File: config.mk
export PLATFORM = sky130hd
export DESIGN_NAME = instruction_decode
export DESIGN_NICKNAME = d
export VERILOG_FILES = /design/src/rtl/rv_pkg.sv /design/src/rtl/id_hazard_unit.sv /design/src/rtl/instruction_decode.sv
export SDC_FILE = /design/constraint.sdc
export NUM_CORES = 1
export LEC_CHECK = 0
export CORE_ASPECT_RATIO = 0.9
export CORE_MARGIN = 1.5
export CORE_UTILIZATION = 50
export CTS_CLUSTER_SIZE = 14
export DETAILED_ROUTE_END_ITERATION = 8
export PLACE_DENSITY = 0.88
export SETUP_SLACK_MARGIN = 0.4
export SYNTH_ARGS = -nofsm -noshare
export SYNTH_HDL_FRONTEND = slang
export SYNTH_SLANG_ARGS = --single-unit
File: constraint.sdc
create_clock -name clk -period 9.5 [get_ports clk]
set_input_delay 1.9 -clock clk [delete_from_list [all_inputs] [get_ports clk]]
set_output_delay 1.9 -clock clk [all_outputs]
set_load 0.01 [all_outputs]
File: src/rtl/rv_pkg.sv
// ============================================================================
//  Module   : rv_pkg
//  Brief    : RV32I opcode classes, ALU codes and ID/EX record types
//  Revision : 1.0 - initial release
// ============================================================================
`default_nettype none

package rv_pkg;

    localparam logic [4:0] OP_R      = 5'b01100;
    localparam logic [4:0] OP_I      = 5'b00100;
    localparam logic [4:0] OP_LOAD   = 5'b00000;
    localparam logic [4:0] OP_STORE  = 5'b01000;
    localparam logic [4:0] OP_BRANCH = 5'b11000;
    localparam logic [4:0] OP_JAL    = 5'b11011;
    localparam logic [4:0] OP_JALR   = 5'b11001;
    localparam logic [4:0] OP_LUI    = 5'b01101;
    localparam logic [4:0] OP_AUIPC  = 5'b00101;

    localparam logic [3:0] ALU_ADD   = 4'd0;
    localparam logic [3:0] ALU_SUB   = 4'd1;
    localparam logic [3:0] ALU_SLL   = 4'd2;
    localparam logic [3:0] ALU_SLT   = 4'd3;
    localparam logic [3:0] ALU_SLTU  = 4'd4;
    localparam logic [3:0] ALU_XOR   = 4'd5;
    localparam logic [3:0] ALU_SRL   = 4'd6;
    localparam logic [3:0] ALU_SRA   = 4'd7;
    localparam logic [3:0] ALU_OR    = 4'd8;
    localparam logic [3:0] ALU_AND   = 4'd9;
    localparam logic [3:0] ALU_PASSB = 4'd10;

    // ADDI x0,x0,0 with the constant 2'b11 low bits stripped
    localparam logic [29:0] NOP_WORD = 30'h4;

    typedef enum logic [3:0] {
        CLS_NONE,
        CLS_R,
        CLS_I,
        CLS_LOAD,
        CLS_STORE,
        CLS_BRANCH,
        CLS_JAL,
        CLS_JALR,
        CLS_LUI,
        CLS_AUIPC
    } inst_class_e;

    typedef struct packed {
        logic       reg_write;
        logic       mem_read;
        logic       mem_write;
        logic       mem_to_reg;
        logic       alu_src;
        logic [3:0] alu_op;
    } ctrl_t;

    typedef struct packed {
        ctrl_t       ctrl;
        logic [4:0]  rd;
        logic [4:0]  rs1;
        logic [4:0]  rs2;
        logic [31:0] rs1_data;
        logic [31:0] rs2_data;
        logic [31:0] imm;
        logic [31:0] link_pc;
    } idex_t;

    function automatic inst_class_e classify(input logic [4:0] opc);
        inst_class_e cls;
        case (opc)
            OP_R:      cls = CLS_R;
            OP_I:      cls = CLS_I;
            OP_LOAD:   cls = CLS_LOAD;
            OP_STORE:  cls = CLS_STORE;
            OP_BRANCH: cls = CLS_BRANCH;
            OP_JAL:    cls = CLS_JAL;
            OP_JALR:   cls = CLS_JALR;
            OP_LUI:    cls = CLS_LUI;
            OP_AUIPC:  cls = CLS_AUIPC;
            default:   cls = CLS_NONE;
        endcase
        return cls;
    endfunction

    // alt is funct7[5]; it selects SUB only for register-register ops
    function automatic logic [3:0] alu_decode(input logic [2:0] f3,
                                              input logic       alt,
                                              input logic       allow_sub);
        logic [3:0] op;
        case (f3)
            3'b000:  op = (alt && allow_sub) ? ALU_SUB : ALU_ADD;
            3'b001:  op = ALU_SLL;
            3'b010:  op = ALU_SLT;
            3'b011:  op = ALU_SLTU;
            3'b100:  op = ALU_XOR;
            3'b101:  op = alt ? ALU_SRA : ALU_SRL;
            3'b110:  op = ALU_OR;
            default: op = ALU_AND;
        endcase
        return op;
    endfunction

endpackage

`default_nettype wire

File: src/rtl/id_hazard_unit.sv
// ============================================================================
//  Module   : id_hazard_unit
//  Brief    : Combinational load-use and branch-operand hazard detection
//  Revision : 1.0 - initial release
// ============================================================================
`default_nettype none

module id_hazard_unit (
    input  logic [4:0] rs1_i,
    input  logic [4:0] rs2_i,
    input  logic       use_rs1_i,
    input  logic       use_rs2_i,
    input  logic       resolves_pc_i,
    input  logic       ex_mem_read_i,
    input  logic       ex_reg_write_i,
    input  logic [4:0] ex_rd_i,
    input  logic       mem_is_load_i,
    input  logic [4:0] mem_rd_i,
    output logic       hz_o
);

    logic w_ex_match;
    logic w_mem_match;
    logic w_load_use;
    logic w_br_ex;
    logic w_br_mem;

    assign w_ex_match  = (ex_rd_i != 5'd0) &&
                         ((use_rs1_i && (ex_rd_i == rs1_i)) ||
                          (use_rs2_i && (ex_rd_i == rs2_i)));
    assign w_mem_match = (mem_rd_i != 5'd0) &&
                         ((use_rs1_i && (mem_rd_i == rs1_i)) ||
                          (use_rs2_i && (mem_rd_i == rs2_i)));

    // Branch/JALR compare in ID, so any in-flight producer must drain first
    assign w_load_use = ex_mem_read_i && w_ex_match;
    assign w_br_ex    = resolves_pc_i && ex_reg_write_i && w_ex_match;
    assign w_br_mem   = resolves_pc_i && mem_is_load_i && w_mem_match;

    assign hz_o = w_load_use || w_br_ex || w_br_mem;

endmodule

`default_nettype wire

File: src/rtl/instruction_decode.sv
// ============================================================================
//  Module   : instruction_decode
//  Brief    : RV32I ID stage - decode, branch resolve, hazard hold, ID/EX regs
//  Revision : 1.0 - initial release
// ============================================================================
`default_nettype none

module instruction_decode #(
    parameter int          ALU_OP_W = 4,
    parameter logic [29:0] NOP_WORD = rv_pkg::NOP_WORD
) (
    input  logic                clk,
    input  logic                rst_n,
    input  logic                memory_stall,
    input  logic [29:0]         instr_in,
    input  logic [31:0]         pc_in,
    input  logic [31:0]         pred_pc_in,
    output logic [4:0]          rs1_addr,
    output logic [4:0]          rs2_addr,
    input  logic [31:0]         rs1_rdata,
    input  logic [31:0]         rs2_rdata,
    input  logic [4:0]          mem_rd,
    input  logic                mem_is_load,
    output logic                flush,
    output logic [31:0]         branchPC,
    output logic                PC_write,
    output logic [29:0]         IF_DWrite,
    output logic                ex_reg_write,
    output logic                ex_mem_read,
    output logic                ex_mem_write,
    output logic                ex_mem_to_reg,
    output logic                ex_alu_src,
    output logic [ALU_OP_W-1:0] ex_alu_op,
    output logic [4:0]          ex_rd,
    output logic [4:0]          ex_rs1,
    output logic [4:0]          ex_rs2,
    output logic [31:0]         ex_rs1_data,
    output logic [31:0]         ex_rs2_data,
    output logic [31:0]         ex_imm,
    output logic [31:0]         ex_link_pc
);

    import rv_pkg::*;

    inst_class_e w_class;
    ctrl_t       w_ctrl;
    logic        w_use_rs1;
    logic        w_use_rs2;
    logic [31:0] w_imm;
    logic [31:0] w_pc_plus4;
    logic [31:0] w_next_pc;
    logic        w_taken;
    logic        w_hz;
    logic [2:0]  w_f3;
    idex_t       idex_d;
    idex_t       idex_q;

    assign w_class    = classify(instr_in[4:0]);
    assign w_f3       = instr_in[12:10];
    assign rs1_addr   = instr_in[17:13];
    assign rs2_addr   = instr_in[22:18];
    assign w_pc_plus4 = pc_in + 32'd4;

    always_comb begin
        w_ctrl    = '0;
        w_use_rs1 = 1'b0;
        w_use_rs2 = 1'b0;
        w_imm     = '0;
        case (w_class)
            CLS_R: begin
                w_ctrl.reg_write = 1'b1;
                w_ctrl.alu_op    = alu_decode(w_f3, instr_in[28], 1'b1);
                w_use_rs1        = 1'b1;
                w_use_rs2        = 1'b1;
            end
            CLS_I: begin
                w_ctrl.reg_write = 1'b1;
                w_ctrl.alu_src   = 1'b1;
                w_ctrl.alu_op    = alu_decode(w_f3, instr_in[28], 1'b0);
                w_use_rs1        = 1'b1;
                w_imm            = {{20{instr_in[29]}}, instr_in[29:18]};
            end
            CLS_LOAD: begin
                w_ctrl.reg_write  = 1'b1;
                w_ctrl.mem_read   = 1'b1;
                w_ctrl.mem_to_reg = 1'b1;
                w_ctrl.alu_src    = 1'b1;
                w_ctrl.alu_op     = ALU_ADD;
                w_use_rs1         = 1'b1;
                w_imm             = {{20{instr_in[29]}}, instr_in[29:18]};
            end
            CLS_STORE: begin
                w_ctrl.mem_write = 1'b1;
                w_ctrl.alu_src   = 1'b1;
                w_ctrl.alu_op    = ALU_ADD;
                w_use_rs1        = 1'b1;
                w_use_rs2        = 1'b1;
                w_imm            = {{20{instr_in[29]}}, instr_in[29:23], instr_in[9:5]};
            end
            CLS_BRANCH: begin
                w_ctrl.alu_op = ALU_SUB;
                w_use_rs1     = 1'b1;
                w_use_rs2     = 1'b1;
                w_imm         = {{19{instr_in[29]}}, instr_in[29], instr_in[5],
                                 instr_in[28:23], instr_in[9:6], 1'b0};
            end
            CLS_JAL: begin
                w_ctrl.reg_write = 1'b1;
                w_ctrl.alu_op    = ALU_ADD;
                w_imm            = {{11{instr_in[29]}}, instr_in[29], instr_in[17:10],
                                    instr_in[18], instr_in[28:19], 1'b0};
            end
            CLS_JALR: begin
                w_ctrl.reg_write = 1'b1;
                w_ctrl.alu_op    = ALU_ADD;
                w_use_rs1        = 1'b1;
                w_imm            = {{20{instr_in[29]}}, instr_in[29:18]};
            end
            CLS_LUI: begin
                w_ctrl.reg_write = 1'b1;
                w_ctrl.alu_src   = 1'b1;
                w_ctrl.alu_op    = ALU_PASSB;
                w_imm            = {instr_in[29:10], 12'b0};
            end
            CLS_AUIPC: begin
                w_ctrl.reg_write = 1'b1;
                w_ctrl.alu_src   = 1'b1;
                w_ctrl.alu_op    = ALU_ADD;
                w_imm            = {instr_in[29:10], 12'b0};
            end
            default: begin
                w_ctrl = '0;
            end
        endcase
        // The canonical NOP has no architectural effect; treat it as a bubble
        if (instr_in == NOP_WORD) begin
            w_ctrl = '0;
        end
    end

    always_comb begin
        case (w_f3)
            3'b000:  w_taken = (rs1_rdata == rs2_rdata);
            3'b001:  w_taken = (rs1_rdata != rs2_rdata);
            3'b100:  w_taken = ($signed(rs1_rdata) <  $signed(rs2_rdata));
            3'b101:  w_taken = ($signed(rs1_rdata) >= $signed(rs2_rdata));
            3'b110:  w_taken = (rs1_rdata <  rs2_rdata);
            3'b111:  w_taken = (rs1_rdata >= rs2_rdata);
            default: w_taken = 1'b0;
        endcase
    end

    always_comb begin
        case (w_class)
            CLS_BRANCH: w_next_pc = w_taken ? (pc_in + w_imm) : w_pc_plus4;
            CLS_JAL:    w_next_pc = pc_in + w_imm;
            CLS_JALR:   w_next_pc = (rs1_rdata + w_imm) & ~32'd1;
            default:    w_next_pc = w_pc_plus4;
        endcase
    end

    id_hazard_unit u_hazard (
        .rs1_i          (rs1_addr),
        .rs2_i          (rs2_addr),
        .use_rs1_i      (w_use_rs1),
        .use_rs2_i      (w_use_rs2),
        .resolves_pc_i  ((w_class == CLS_BRANCH) || (w_class == CLS_JALR)),
        .ex_mem_read_i  (idex_q.ctrl.mem_read),
        .ex_reg_write_i (idex_q.ctrl.reg_write),
        .ex_rd_i        (idex_q.rd),
        .mem_is_load_i  (mem_is_load),
        .mem_rd_i       (mem_rd),
        .hz_o           (w_hz)
    );

    assign PC_write  = w_hz & ~memory_stall;
    assign IF_DWrite = instr_in;
    assign flush     = ~w_hz & ~memory_stall & (w_next_pc != pred_pc_in);
    assign branchPC  = w_next_pc;

    always_comb begin
        idex_d          = '0;
        idex_d.ctrl     = w_ctrl;
        idex_d.rd       = w_ctrl.reg_write ? instr_in[9:5] : 5'd0;
        idex_d.rs1      = rs1_addr;
        idex_d.rs2      = rs2_addr;
        idex_d.rs1_data = rs1_rdata;
        idex_d.rs2_data = rs2_rdata;
        idex_d.imm      = w_imm;
        idex_d.link_pc  = w_pc_plus4;
    end

    always_ff @(posedge clk) begin
        if (!rst_n) begin
            idex_q <= '0;
        end else if (memory_stall) begin
            idex_q <= idex_q;
        end else if (w_hz) begin
            idex_q <= '0;
        end else begin
            idex_q <= idex_d;
        end
    end

    assign ex_reg_write  = idex_q.ctrl.reg_write;
    assign ex_mem_read   = idex_q.ctrl.mem_read;
    assign ex_mem_write  = idex_q.ctrl.mem_write;
    assign ex_mem_to_reg = idex_q.ctrl.mem_to_reg;
    assign ex_alu_src    = idex_q.ctrl.alu_src;
    assign ex_alu_op     = ALU_OP_W'(idex_q.ctrl.alu_op);
    assign ex_rd         = idex_q.rd;
    assign ex_rs1        = idex_q.rs1;
    assign ex_rs2        = idex_q.rs2;
    assign ex_rs1_data   = idex_q.rs1_data;
    assign ex_rs2_data   = idex_q.rs2_data;
    assign ex_imm        = idex_q.imm;
    assign ex_link_pc    = idex_q.link_pc;

endmodule

`default_nettype wire

==> results of run 1 <==
## stage by stage
| step | cells | area (um2) | hold slack, ps |
|---|---|---|---|
| CTS | 2749 | 19800 | 521 |
| global route | 2761 | 20300 | 543 |
| floorplan | 1890 | 13700 | 543 |
| detailed placement | 2715 | 19000 | 504 |
| global placement | 2715 | 19000 | 493 |
| finish | 2761 | 20300 | 518 |
## worst max path at each step
stage	start	end	slack (ps)	depth (start not counted)
2_1_floorplan	instr_in[0]	flush	1090	22
3_3_place_gp	instr_in[4]	flush	-230	24
3_5_place_dp	instr_in[4]	flush	-260	24
4_1_cts	instr_in[4]	flush	400	25
5_1_grt	instr_in[3]	flush	280	24
6_report	instr_in[3]	flush	330	24
## cells in the mapped netlist (5+ instances only)
cell,n
nand2_1,282
and3_1,16
o31a_1,5
a22oi_1,30
o21ai_0,120
clkbuf_1,92
a211o_1,6
o21bai_1,14
o2111ai_1,7
and2_1,110
nor4_1,18
a21o_1,34
ha_1,94
dfxtp_1,151
nor4b_1,6
nor2_1,95
and4_1,8
or2_2,11
nor3_1,46
inv_1,66
nand4_1,25
xnor2_1,64
buf_4,43
or3_1,17
a221o_1,7
o31ai_1,47
nor2b_1,63
o211ai_1,13
nand2b_1,11
o21a_1,12
or4_1,6
a31oi_1,15
nand3_1,46
o22ai_1,7
a211oi_1,12
xor2_1,46
a21oi_1,144
## state kept, by name, indices dropped and copies added, names as in the netlist
| name | count |
|---|---|
| ex_mem_read | 1 |
| ex_link_pc | 32 |
| ex_rd | 5 |
| ex_rs1 | 5 |
| ex_mem_write | 1 |
| ex_alu_src | 1 |
| ex_rs2_data | 32 |
| ex_rs1_data | 32 |
| ex_imm | 32 |
| ex_reg_write | 1 |
| ex_alu_op | 4 |
| ex_rs2 | 5 |
## layout make-up
cell class                      instances  area (um2)  area share
Inverter                               67         251      0.0124
Timing Repair Buffer                  630        5750       0.284
Multi-Input combinational cell       1529       10200       0.506
Tap cell                              354         443      0.0219
Clock buffer                           18         439      0.0217
Clock inverter                         12         113     0.00556
Sequential cell                       151        3020       0.149
## layer usage
layer	global-route usage	vias up	routed length, um
met2	0.692	1294	28600
met4	0.243	2	4140
met5	0	-	16
met1	0.613	8071	26900
met3	0.171	251	10000
li1	-	7749	-
## kinds of logic after synthesis
family,Yosys count,synth area share
AOI/OAI and AO/OA,541,0.260
xor gates and xnor gates,110,0.0704
adders and majority gates,96,0.0889
buffers and inverters,210,0.0707
DFF,151,0.221
muxes,4,0.00311
and+or+nand+nor,778,0.286
## power groups by stage
stage / registers, W / logic, W / clock network, W
after detailed placement: 0.000694 / 0.000843 / 0
after global placement: 0.000693 / 0.000832 / 0
after floorplan: 0.000706 / 0.000399 / 0
after global routing: 0.000683 / 0.000965 / 0.000707
final: 0.000681 / 0.000920 / 0.000686
after CTS: 0.000680 / 0.000862 / 0.000681
## worst reg2reg max path, stage by stage (launching register included)
cell	delay (ps)
dfxtp_1	450
xor2_1	180
nor3_1	70
a41oi_1	430
o32a_2	640
nand2_1	450
nor3_1	910
a22oi_1	230
nor2b_1	190
## timing repair
action / CTS / global route
gates resized for setup: 46 / 67
setup buffers: 4 / 12
pin swaps: 14 / 36
setup endpoints to repair: 1 / 2
hold buffers: 0 / 0
## cell usage in the layout, fill, tap and decap left out, types with 28 or more instances in the layout
cell / netlist / routed
buf_4: 43 / 234
nand2_1: 282 / 281
a22oi_1: 30 / 28
and2_1: 110 / 108
a21oi_1: 144 / 135
xor2_1: 46 / 44
nor2_1: 95 / 89
inv_1: 66 / 65
nor3_1: 46 / 43
clkdlybuf4s50_1: 0 / 385
o21ai_0: 120 / 114
nor2b_1: 63 / 59
dfxtp_1: 151 / 151
nand3_1: 46 / 45
ha_1: 94 / 86
o31ai_1: 47 / 46
xnor2_1: 64 / 62
a21o_1: 34 / 33
==> summary.md, run 1 <==
| Metric | Value |
|---|---|
| Die Footprint | `28,400 um2` |
| DIE WIDTH | `177 um` |
| Syn Area/Cell | `7.24 um2` |
| Routed Antenna Nets | `0` |
| Drt first pass iters | `6` |
| Yosys reg bits | `151` |
| Syn Inst Count | `1,890` |
| Post-Place Setup Slack | `-257 ps` |
| FF-to-FF Start | `ex_rd[1]` |
| Reg2reg end | `ex_imm[5]` |
| Hold path cells | `2` |
| Clock transition at the registers of the reported paths | `70 ps` |
| Clock root cell | `clkbuf_16` |
| Sw Pwr | `0.000854 W` |
| Power Dens Cells | `113 nW/um2` |
| Post-synth EDFFs | `0` |
| Worst-path fanout max | `6` |
| Main synth FF type | `dfxtp_1` |
| DP HPWL | `54,700 um` |
| Final Critical Period | `9170 ps` |
| CP max stage delay | `510 ps` |
| Largest net degree at the start of global routing | `119` |
| YS warnings | `0` |
| Post-synth cell types | `85` |
| H-tree levels | `4` |
| Flop pwr share | `0.298` |
| Worst Hold End | `ex_link_pc[13]` |
| Hold WC Path Type | `reg2reg` |
| WL/cell | `25.3 um` |
| Critical path's most frequent cell | `buf_4` |
| RSZ-0062 raised after global routing | `false` |
| Crit. End Element | `primary output` |
| Clock network fraction of design power | `0.300` |
| Final setup margin | `328 ps` |
| Tightest Pin Transition | `1160 ps` |
| Max_slew headroom | `0.226` |
| Register area share after synthesis | `0.221` |
| Syn Std Cell Area | `13,700 um2` |
| Clock Sinks | `151` |
| PortBufs | `392` |
| Total power | `0.00229 W` |
| Dominant cells by area after synthesis | `dfxtp_1 (22%), ha_1 (8.6%), nand2_1 (7.7%)` |
| Fin. max-slew vios | `0` |
| Grt ovf | `0` |
| Critical path data arrival time | `7270 ps` |
| ANT cells | `0` |
| Vias/cell | `6.29` |
| Switching Share | `0.373` |
| Hold path start | `ex_link_pc[13]` |
| Setup-failing EPs final | `0` |
| Worst path cell trace | `clkdlybuf4s50_1 > buf_4 > or4b_4 > nor2_1 > a31o_4 > ha_4 > inv_1 > fa_2 > nor2b_4 > o2111ai_4 > a31oi_4 > a21oi_4 > o21a_1 > buf_4 > o211ai_1 > o221ai_1 > a211o_1 > xor2_2 > a2111oi_4 > nand4_1 > nor4_1 > buf_4 > nor2_1 > buf_2` |
| Initial DRC count | `2,247` |
| WP data required | `7600 ps` |
| I/O pins | `393` |
| Die Y | `160 um` |
| Max-Cap Viols | `0` |
| Final WL | `69,700 um` |
| Worst Path Buf+Inv | `6` |
| Crit share post-route | `0.966` |
| Core Box Area | `27,000 um2` |
| CTS Buf Count | `17` |
| Number of global-route vias before repair | `16,489` |
| Status | `finished, final reports clean` |
| Fillers | `2,036` |
| Startpoint types | `input port` |
| Share of the synthesized area in the top cell type | `0.221` |
| TNS Setup | `0 ps` |
| Share of cells above drive strength 1 | `0.161` |
| Nets@finish | `2,659` |
| Worst clock skew | `14.2 ps` |
| Area growth, synth to finish | `48.0%` |
| Final hold viol count | `0` |
| Worst VDD drop | `0.127 mV` |
| Pint | `0.00143 W` |
| Placer congestion estimate | `1.10` |
| Highest-delay cell along the critical path | `clkdlybuf4s50_1` |
| First-pass GRT wire length | `101,000 um` |
| Worst-skew pair later-pin latency | `450 ps` |
| Antenna violations before repair | `2` |
| CTS tree | `built` |
| CP Class | `in2out` |
| Row Count | `57` |
| Async set-reset flop share out of synthesis | `0` |
| CTS max path bufs | `2` |
| Via Count | `17,367` |
| Static Leak | `8.53 nW` |
| Initial Utilization | `0.508` |
| Area leader, netlist | `dfxtp_1` |
| # DRC | `0` |
| CP top delay family | `compound AO/OA/AOI/OAI gates` |
| Comb pwr share | `0.402` |
| Utilization after layout | `0.751` |
| Syn_nets | `2,153` |
| R2R depth | `8` |
| Fmax | `109 MHz` |
| Setup slack, reg-to-reg | `5870 ps` |
| GRT Total Usage | `0.475` |
(Power assumes the default switching activity.)
==> run 2: changes to the inputs <==
--- a/config.mk
+++ b/config.mk
@@ -12,6 +12,7 @@
 export DETAILED_ROUTE_END_ITERATION = 8
 export PLACE_DENSITY = 0.88
 export SETUP_SLACK_MARGIN = 0.4
+export SLEW_MARGIN = 20
 export SYNTH_ARGS = -nofsm -noshare
 export SYNTH_HDL_FRONTEND = slang
 export SYNTH_SLANG_ARGS = --single-unit
==> results of run 2 <==
No change in the layout: final DEF, timing and power equal those of run 1.
==> run 3: changes to the inputs <==
--- a/config.mk
+++ b/config.mk
@@ -12,6 +12,7 @@
 export DETAILED_ROUTE_END_ITERATION = 8
 export PLACE_DENSITY = 0.88
 export SETUP_SLACK_MARGIN = 0.4
+export SKIP_CTS_REPAIR_TIMING = 1
 export SLEW_MARGIN = 20
 export SYNTH_ARGS = -nofsm -noshare
 export SYNTH_HDL_FRONTEND = slang
==> run 3 against run 2 <==
Compared with the run above:
- hold slack lost 1.2 ps
- register-to-register slack got worse by 60 ps
- worst setup slack gained 100 ps
- highest routed layer is now met4
- sequential power barely moved
- clock skew up 4.7 ps
- power decreased by 0.42%
- via count grew 0.36%
==> summary.md, run 3 (synthesis gave the netlist of run 1 again) <==
| Metric | Value |
|---|---|
| Crit. End Element | `primary output` |
| Initial DRC count | `2,287` |
| Total power | `0.00228 W` |
| Worst-skew pair later-pin latency | `470 ps` |
| Max_slew headroom | `0.204` |
| Die Footprint | `28,400 um2` |
| Hold WC Path Type | `reg2reg` |
| Clock root cell | `clkbuf_16` |
| RSZ-0062 raised after global routing | `false` |
| Vias/cell | `6.33` |
| Setup-failing EPs final | `0` |
| Status | `finished, final reports clean` |
| Final WL | `69,300 um` |
| Worst clock skew | `18.9 ps` |
| Worst VDD drop | `0.125 mV` |
| Antenna violations before repair | `2` |
| Initial Utilization | `0.508` |
| Fmax | `110 MHz` |
| Most frequent cells in the layout | `clkdlybuf4s50_1 (387), nand2_1 (280), buf_4 (230)` |
| H-tree levels | `4` |
| DIE WIDTH | `177 um` |
| Critical path data arrival time | `7170 ps` |
| Worst-path fanout max | `4` |
| I/O pins | `393` |
| Fin. max-slew vios | `0` |
| Max-Cap Viols | `0` |
| CP Class | `in2out` |
| Final Critical Period | `9070 ps` |
| Drt first pass iters | `9` |
| Startpoint types | `input port` |
| Placer congestion estimate | `1.10` |
| First-pass GRT wire length | `100,000 um` |
| Share of cells above drive strength 1 | `0.156` |
| Routed Antenna Nets | `0` |
| Core Box Area | `27,000 um2` |
| Power Dens Cells | `113 nW/um2` |
| Via Count | `17,430` |
| Area growth, synth to finish | `46.9%` |
| Largest net degree at the start of global routing | `119` |
| Tightest Pin Transition | `1190 ps` |
| ANT cells | `0` |
| Die Y | `160 um` |
| Final hold viol count | `0` |
| Crit share post-route | `0.955` |
| Grt ovf | `0` |
| Static Leak | `8.45 nW` |
| PortBufs | `392` |
| Post-Place Setup Slack | `-257 ps` |
| DP HPWL | `54,700 um` |
| WP data required | `7600 ps` |
| CTS tree | `built` |
| # DRC | `0` |
| Number of global-route vias before repair | `16,388` |
| Clock transition at the registers of the reported paths | `70 ps` |
| WL/cell | `25.2 um` |
| Nets@finish | `2,653` |
| Row Count | `57` |
| Clock Sinks | `151` |
| Utilization after layout | `0.746` |
| CTS Buf Count | `17` |
| Fillers | `2,072` |
| CTS max path bufs | `2` |
| GRT Total Usage | `0.473` |
| Final setup margin | `428 ps` |
| Most common cell after layout, fill and taps aside | `clkdlybuf4s50_1` |
-- run 3: through the flow --
step                      instance area [um2]  std cells  hold WS, ps  setup TNS (ps)
final                                   20100       2755          517               0
after global routing                    20100       2755          542               0
after CTS                               19600       2745          521            -298
after detailed placement                19000       2715          504            -257
after global placement                  19000       2715          493            -228
after floorplan                         13700       1890          543               0
-- run 3: worst max-delay path: stages --
cell and delay [ps]:
clkdlybuf4s50_1 480, buf_4 140, buf_4 140, nor3_2 50
nand2b_1 130, nand2_2 70, a22oi_2 280, buf_4 180
inv_1 60, ha_1 260, nand2_1 140, nor3_2 80
or3_1 380, a21oi_1 340, o21ai_0 180, xnor2_1 430
o221a_2 270, a21oi_1 80, xor2_1 190, nor4_2 330
buf_4 180, nand4_1 110, nor4_1 300, buf_4 200
nor2_1 80, buf_2 170
-- run 3: final timing paths --
path | start | end | slack [ps] | cells past startpoint
min reg2reg | ex_link_pc[13] | ex_link_pc[13] | 520 | 2
max reg2reg | ex_rd[1] | ex_imm[5] | 5810 | 7
min | ex_link_pc[13] | ex_link_pc[13] | 520 | 2
max | instr_in[4] | flush | 430 | 26
-- run 3: power breakdown --
| part | internal (W) | switching, W |
|---|---|---|
| Clock | 0.000349 | 0.000336 |
| Sequential | 0.000663 | 0.0000181 |
| Combinational | 0.000416 | 0.000495 |
-- run 3: layer usage --
layer	GRT usage	share of wire	up-vias	wire, um
met2	0.690	0.41	1319	28500
met5	0	0	-	0
li1	-	-	7732	-
met1	0.610	0.39	8125	27000
met3	0.172	0.14	254	9920
met4	0.235	0.058	0	4000
-- run 3: cell type report --
type | count | area [um2] | share of cell area
multi-input combinational | 1529 | 10200 | 0.505
clock buffer | 18 | 439 | 0.0218
timing repair buffer | 624 | 5680 | 0.283
tap | 354 | 443 | 0.0220
clock inverter | 12 | 113 | 0.00560
inverter | 67 | 251 | 0.0125
sequential | 151 | 3020 | 0.150
